**src/rtl/data_deb_if.sv**
```systemverilog
// Bundle of the debouncer's data/control inputs and filtered outputs.
// The slave modport is the debouncer side, master is the driver/observer side.
interface data_deb_if #(
  parameter int EDGE_WIDTH = 16
);
  logic                  data_i;
  logic                  clr_i;
  logic                  data_o;
  logic                  rise_o;
  logic                  fall_o;
  logic [EDGE_WIDTH-1:0] edge_cnt_o;
  logic [EDGE_WIDTH-1:0] glitch_cnt_o;

  modport master (
    output data_i, clr_i,
    input  data_o, rise_o, fall_o, edge_cnt_o, glitch_cnt_o
  );

  modport slave (
    input  data_i, clr_i,
    output data_o, rise_o, fall_o, edge_cnt_o, glitch_cnt_o
  );
endinterface

```
**src/rtl/data_deb.sv**
```systemverilog
// Debouncer and edge detector for an already-synchronized level: accepts a new
// level after STABLE_CYCLES consistent samples, counts accepted edges and glitches.
module data_deb #(
  parameter int STABLE_CYCLES = 4,
  parameter int CNT_WIDTH     = 8,
  parameter int EDGE_WIDTH    = 16
) (
  input logic       clk_i,
  input logic       rst_i,
  data_deb_if.slave bus
);

  typedef enum logic [1:0] {
    LO_STABLE,
    CHK_HI,
    HI_STABLE,
    CHK_LO
  } state_t;

  localparam logic [CNT_WIDTH-1:0]  LAST_CNT = CNT_WIDTH'(STABLE_CYCLES - 1);
  localparam logic [CNT_WIDTH-1:0]  ONE_CNT  = CNT_WIDTH'(1);
  localparam logic [EDGE_WIDTH-1:0] ONE_EDGE = EDGE_WIDTH'(1);

  state_t                state_reg, state_next;
  logic [CNT_WIDTH-1:0]  cnt_reg, cnt_next;
  logic                  level_reg, level_next;
  logic                  rise_reg, rise_next;
  logic                  fall_reg, fall_next;
  logic [EDGE_WIDTH-1:0] edge_reg, edge_next;
  logic [EDGE_WIDTH-1:0] glitch_reg, glitch_next;
  logic                  edge_inc;
  logic                  glitch_inc;

  always_ff @(posedge clk_i or posedge rst_i) begin
    if (rst_i) begin
      state_reg  <= LO_STABLE;
      cnt_reg    <= '0;
      level_reg  <= 1'b0;
      rise_reg   <= 1'b0;
      fall_reg   <= 1'b0;
      edge_reg   <= '0;
      glitch_reg <= '0;
    end else begin
      state_reg  <= state_next;
      cnt_reg    <= cnt_next;
      level_reg  <= level_next;
      rise_reg   <= rise_next;
      fall_reg   <= fall_next;
      edge_reg   <= edge_next;
      glitch_reg <= glitch_next;
    end
  end

  always_comb begin
    state_next = state_reg;
    cnt_next   = cnt_reg;
    level_next = level_reg;
    rise_next  = 1'b0;
    fall_next  = 1'b0;
    edge_inc   = 1'b0;
    glitch_inc = 1'b0;

    case (state_reg)
      LO_STABLE: begin
        if (bus.data_i) begin
          state_next = CHK_HI;
          cnt_next   = ONE_CNT;
        end else begin
          cnt_next   = '0;
        end
      end
      CHK_HI: begin
        if (!bus.data_i) begin
          state_next = LO_STABLE;
          cnt_next   = '0;
          glitch_inc = 1'b1;
        // >= keeps cnt bounded even if it were ever outside the legal range
        end else if (cnt_reg >= LAST_CNT) begin
          state_next = HI_STABLE;
          cnt_next   = '0;
          level_next = 1'b1;
          rise_next  = 1'b1;
          edge_inc   = 1'b1;
        end else begin
          cnt_next   = cnt_reg + ONE_CNT;
        end
      end
      HI_STABLE: begin
        if (!bus.data_i) begin
          state_next = CHK_LO;
          cnt_next   = ONE_CNT;
        end else begin
          cnt_next   = '0;
        end
      end
      CHK_LO: begin
        if (bus.data_i) begin
          state_next = HI_STABLE;
          cnt_next   = '0;
          glitch_inc = 1'b1;
        end else if (cnt_reg >= LAST_CNT) begin
          state_next = LO_STABLE;
          cnt_next   = '0;
          level_next = 1'b0;
          fall_next  = 1'b1;
          edge_inc   = 1'b1;
        end else begin
          cnt_next   = cnt_reg + ONE_CNT;
        end
      end
      default: begin
        state_next = LO_STABLE;
        cnt_next   = '0;
      end
    endcase
  end

  // A clear on the same cycle as an increment wins; counters wrap silently.
  always_comb begin
    edge_next   = edge_reg;
    glitch_next = glitch_reg;
    if (bus.clr_i) begin
      edge_next   = '0;
      glitch_next = '0;
    end else begin
      if (edge_inc) begin
        edge_next = edge_reg + ONE_EDGE;
      end
      if (glitch_inc) begin
        glitch_next = glitch_reg + ONE_EDGE;
      end
    end
  end

  assign bus.data_o       = level_reg;
  assign bus.rise_o       = rise_reg;
  assign bus.fall_o       = fall_reg;
  assign bus.edge_cnt_o   = edge_reg;
  assign bus.glitch_cnt_o = glitch_reg;

endmodule

```
**src/flat_wrapper.sv**
```systemverilog
// flat-port wrapper written by rule: the top's interface ports become plain ports
module data_deb_flat 
#(
  parameter int STABLE_CYCLES = 4,
  parameter int CNT_WIDTH     = 8,
  parameter int EDGE_WIDTH    = 16
)
  (clk_i, rst_i, bus_data_i, bus_clr_i, bus_data_o, bus_rise_o, bus_fall_o, bus_edge_cnt_o, bus_glitch_cnt_o);
  data_deb_if #(.EDGE_WIDTH(EDGE_WIDTH)) bus_i ();
  input logic clk_i;
  input logic rst_i;
  input wire logic [$bits(bus_i.data_i)-1:0] bus_data_i;
  input wire logic [$bits(bus_i.clr_i)-1:0] bus_clr_i;
  output wire logic [$bits(bus_i.data_o)-1:0] bus_data_o;
  output wire logic [$bits(bus_i.rise_o)-1:0] bus_rise_o;
  output wire logic [$bits(bus_i.fall_o)-1:0] bus_fall_o;
  output wire logic [$bits(bus_i.edge_cnt_o)-1:0] bus_edge_cnt_o;
  output wire logic [$bits(bus_i.glitch_cnt_o)-1:0] bus_glitch_cnt_o;
  assign bus_i.data_i = bus_data_i;
  assign bus_i.clr_i = bus_clr_i;
  assign bus_data_o = bus_i.data_o;
  assign bus_rise_o = bus_i.rise_o;
  assign bus_fall_o = bus_i.fall_o;
  assign bus_edge_cnt_o = bus_i.edge_cnt_o;
  assign bus_glitch_cnt_o = bus_i.glitch_cnt_o;
  data_deb #(.STABLE_CYCLES(STABLE_CYCLES), .CNT_WIDTH(CNT_WIDTH), .EDGE_WIDTH(EDGE_WIDTH)) u_core (.clk_i(clk_i), .rst_i(rst_i), .bus(bus_i));
endmodule
```
**config.mk**
```make
export PLATFORM = sky130hd
export DESIGN_NAME = data_deb_flat
export DESIGN_NICKNAME = d
export VERILOG_FILES = /design/src/rtl/data_deb_if.sv /design/src/rtl/data_deb.sv /design/src/flat_wrapper.sv
export SDC_FILE = /design/constraint.sdc
export NUM_CORES = 1
export LEC_CHECK = 0
export ABC_AREA = 1
export CAP_MARGIN = 20
export CORE_ASPECT_RATIO = 2
export CORE_MARGIN = 4
export CORE_UTILIZATION = 55
export CTS_CLUSTER_SIZE = 8
export DETAILED_ROUTE_END_ITERATION = 10
export PLACE_DENSITY_LB_ADDON = 0.1
export SETUP_SLACK_MARGIN = 0.02
export SYNTH_ARGS = -nofsm -noshare
export SYNTH_HDL_FRONTEND = slang
export SYNTH_SLANG_ARGS = --single-unit
```
**constraint.sdc**
```tcl
create_clock -name clk_i -period 4.9 [get_ports clk_i]
set_clock_uncertainty 0.2 [all_clocks]
set_input_delay 1.225 -clock clk_i [delete_from_list [all_inputs] [get_ports clk_i]]
set_output_delay 1.225 -clock clk_i [all_outputs]
set_load 0.01 [all_outputs]
```
After elaboration in Yosys (flattened, before gate mapping)
Index checks and enable logic that the tools add are counted.

Add/sub/neg operators: 3. $mul: 0. Div/mod/pow operators: 0. Order comparisons: 1. Equality and inequality tests: 11. Shifts and indexed selects: 0. Muxes and demuxes: 31. Bitwise logic cells: 0. Reductions and logical operators: 6.

Operators with widths (count): $mux 16 (4); $add 16x1->16 const B (2); $pmux 8 s4 (1); $mux 8 (3); $mux 1 (13); $mux 2 (6); $add 8x1->8 const B (1); $ge 8x2->1 const B (1); $ne 2x2->1 const B (4); $pmux 2 s4 (1); $ne 3x2->1 const B (2); $pmux 1 s2 (3); $reduce_bool 2->1 (3); $reduce_and 5->1 (1); $eq 2x2->1 const B (2); $ne 2x1->1 const B (2); $reduce_and 4->1 (1); $eq 2x1->1 const B (1); $logic_not 2->1 (1).

Register bits after elaboration: 45. Latch bits: 0. RAM bits: 0. Bits in read-only memories: 0. Input bits: 4. Output and inout bits: 35. Logic and storage cells: 59. Memories kept: 0.

Logic depth before layout (Yosys ltp)
Depth in word-level cells: 6. Mapped depth: 11.

Least setup slack after synthesis
Ideal clock, no wire load.

Path kind: input to register. Start point: input bus_clr_i. End point: register u_core.edge_reg[10], in the netlist u_core.bus.edge_cnt_o[10]. Arrival: 1.986 ns. Data required time: 4.634 ns. Setup slack: 2.648 ns. Stages on the path: 5. Buffers on the path: 2. Cells stage by stage: buf_2 > inv_2 > buf_1 > nand4_1 > nand2_1.

Word-level cells in the longest chain between the ends: 1. Elaborated cells on any way between the ends: 2.

Ends and longest elaborated chain: start: declaration (RTL line flat_wrapper.sv:13) `input wire logic [$bits(bus_i.clr_i)-1:0] bus_clr_i;`; $mux 16 or $reduce_bool 2->1 (tied branches); end signal: assignment (RTL line data_deb.sv:49) `edge_reg <= edge_next;`; end: declaration (RTL line data_deb.sv:29) `logic [EDGE_WIDTH-1:0] edge_reg, edge_next;`.

Several ways; a longest one is shown, not always the timed one. A chain may end at the register's enable or synchronous reset.

Final worst setup path
Start point: input bus_clr_i. End point: register u_core.glitch_reg[2], in the netlist u_core.bus.glitch_cnt_o[2].

Word-level cells in the longest chain between the ends: 1. Elaborated cells on any way between the ends: 2.

Ends and longest elaborated chain: $mux 16 or $reduce_bool 2->1 (tied branches); end signal: assignment (RTL line data_deb.sv:50) `glitch_reg <= glitch_next;`; end: declaration (RTL line data_deb.sv:30) `logic [EDGE_WIDTH-1:0] glitch_reg, glitch_next;`.

Several ways; a longest one is shown, not always the timed one.

==> flow_summary_export.csv <==
group,metric,value,unit
outcome,status,"finished clean",
synthesis,synthFlopType,"dfrtp_1",
drt,num_vias,2271,
die,ioPinCount,39,
synthesis,yosys_register_bits,45,
power,combPwrFrac,0.237,
sta,max_freq,0.343,GHz
die,die_h,103,um
finish,register_area,1130,um^2
sta,relSlewSlack,0.624,
synthesis,synth_cells,333,
synthesis,synth_edf_count,0,
clock_network,htreeDepth,2,
synthesis,ys_warn_count,0,
clock_network,cts_tree,"yes",
clock_network,clock-sinks,45,
placement,gp_congestion,0.911,
clock_network,clk_pin_slew,0.09,ns
power,vdd_drop_max,0.309,mV
sta,setup_tns,0,ns
grt,grt_pass1_vias,2235,
power,swShare,0.318,
synthesis,yosys.area.top_type,"dfrtp_1",
die,start_util,0.569,
die,dieArea,5690,um^2
die,die-width,55.4,um
clock_network,post_cts_buffers,0,
synthesis,synth_area_per_cell,7.41,um^2
critical_path,worstSetupEndpointType,"register",
clock_network,clk_latency,0.30,ns
grt,antenna_found_initial,0,
critical_path,path_buf_inv,3,
sta,worst_pin_slew,0.565,ns
drt,drt_iter0_drc,40,
drt,wl,5910,um
power,seq_power_share,0.464,
drt,ant_nets,0,
finish,fin_nets,386,
critical_path,critPathTopFamily,"buffers and inverters",
finish,fin_cells,434,
finish,drive_gt1_frac,0.0500,
critical_path,cp_cell_sequence,"clkdlybuf4s50_1 > inv_2 > nand2_1 > inv_2 > nand2_1 > o31ai_1",
grt,grt.total_usage,0.223,
grt,globalRouteOverflowTotal,0,
placement,dp_cells,426,
grt,grt_start_max_net_pins,46,
power,power_density,307,nW/um^2
critical_path,critPathKind,"primary input to register",
synthesis,synthTopCellsByArea,"dfrtp_1 46%, nand2_1 17%, nor2_1 7.6%, nand4_1 5.8%, inv_1 4.7%",
critical_path,critical_path_required,4.90,ns
clock_network,hold_buffers,0,
sta,setup_viol,0,
synthesis,yosysTopAreaCellShare,0.456,
worst_hold_path,hp-class,"register to register",
drt,drc_errors,0,
finish,syn2layout_area_growth,22.5,%
finish,multi_input_comb_area,1190,um^2
critical_path,critPathMaxFanout,26,
synthesis,yosysSeqAreaShare,0.456,
sta,holdWs,0.305,ns
sta,timing.final.crit_share,0.595,
power,p_sw,0.296,mW
sta,report.final.slew_viol_count,0,
critical_path,critPathArrivalTime,2.91,ns
critical_path,critPathLaunchType,"primary input",
finish,antennaDiodeCount,0,
grt,grt_pass1_wl,10100,um
clock_network,numCtsBuffers,5,
drt,drt-pass1-iter-count,5,
finish,nFillCells,385,
clock_network,cts-root-buf,"clkbuf_8",
synthesis,synth_top_cells_by_count,"113 x nand2_1, 50 x nor2_1, 45 x dfrtp_1",
drt,via_per_inst,5.23,
critical_path,slowest_stage,"clkdlybuf4s50_1",
power,power.leakage,1.33,nW
placement,port_buffers,38,
synthesis,synth.cell_area,2470,um^2
power,internal-power,0.634,mW
synthesis,synth.most_common_cell,"nand2_1",
synthesis,synth_cell_types,32,
drt,post_drt_wl_per_cell,13.6,um
sta,rsz0062_at_grt,"false",
clock_network,ctsResizeCount,0,
critical_path,max_stage_delay,0.56,ns
clock_network,clk_path_buf_depth,2,
power,power_frac_clock,0.299,
synthesis,async_flop_share,1.00,
sta,hold_viol,0,
sta,post-route-min-period,2.92,ns
die,rows,34,
die,core_area,4340,um^2
placement,dp_hpwl,4390,um
flow_run,maxCapViolCount,0,
## through the flow
stage / setup slack [ns] / power [mW] / utilization / area [um^2]
CTS: 1.99 / 0.939 / 0.697 / 3020
global route: 1.82 / 0.986 / 0.697 / 3020
detailed placement: 1.68 / 0.659 / 0.671 / 2910
floorplan: 2.42 / 0.585 / - / 2490
finish: 1.98 / 0.929 / 0.697 / 3020
global placement: 1.75 / 0.653 / 0.671 / 2910
## worst reg2reg max path, delay by kind of cell, from the launching register on
kind	cells	cell delay (ns)
simple gates	5	0.63
flops	1	0.43
fa+ha+maj	1	0.28
xor+xnor	1	0.16
buf+inv	1	0.10
## cell usage in the layout (no fill, tap or decap), drive strengths merged
cell             n
a31oi            1
or2              1
nor2            52
nand4           23
dfrtp           45
ha               3
nand3           14
a21oi            2
clkbuf           6
o21ai           16
bufinv           1
nor3             3
conb             6
o31ai            1
inv             34
clkinv           3
buf              1
o21bai           3
and2             2
clkdlybuf4s50   38
nor4b            1
xor2             4
xnor2            4
nand2          116
## logic make-up after synthesis
group / Yosys count / share of synthesized area
AO/OA/AOI/OAI: 23 / 0.0512
XOR/XNOR: 8 / 0.0284
adder cells (fa/ha/maj): 3 / 0.0152
buffers and inverters: 41 / 0.0689
flip-flops: 45 / 0.456
other: 1 / 0.00152
AND/OR/NAND/NOR: 212 / 0.379
## worst paths after layout
check                                          from                         end  slack [ns]  cells past startpoint
setup reg to reg           u_core.bus.edge_cnt_o[0]    u_core.bus.edge_cnt_o[8]        3.00                      8
hold reg to reg                   u_core.bus.data_o           u_core.bus.data_o        0.31                      2
min in group asynchronous                     rst_i  u_core.bus.glitch_cnt_o[6]        1.17                      3
setup / recovery                          bus_clr_i  u_core.bus.glitch_cnt_o[2]        1.98                      6
hold / removal                    u_core.bus.data_o           u_core.bus.data_o        0.31                      2
max in group asynchronous                     rst_i   u_core.bus.edge_cnt_o[14]        2.93                      3
## cell type report
type,count,share of cell area
repair buffers,39,0.128
inverters,36,0.0463
well taps,54,0.0223
flip-flops and latches,45,0.372
clock inverters,2,0.0128
multi-input cells,252,0.394
clock buffers,6,0.0240
## per-layer routing
| metal | up-vias | share of wire | routed length (um) | track usage |
|---|---|---|---|---|
| met5 | - | 0 | 0 | 0 |
| met4 | 0 | 0.017 | 102 | 0.0918 |
| met3 | 8 | 0.025 | 148 | 0.0301 |
| met2 | 42 | 0.57 | 3360 | 0.429 |
| met1 | 1073 | 0.39 | 2300 | 0.242 |
| li1 | 1148 | - | - | - |
## power groups by stage
stage | clock, mW | combinational [mW] | sequential [mW]
finish | 0.278 | 0.220 | 0.432
global route | 0.300 | 0.250 | 0.437
CTS | 0.284 | 0.224 | 0.431
detailed placement | 0 | 0.221 | 0.437
global placement | 0 | 0.217 | 0.436
floorplan | 0 | 0.143 | 0.442
Power figures use the tool's default switching activity.
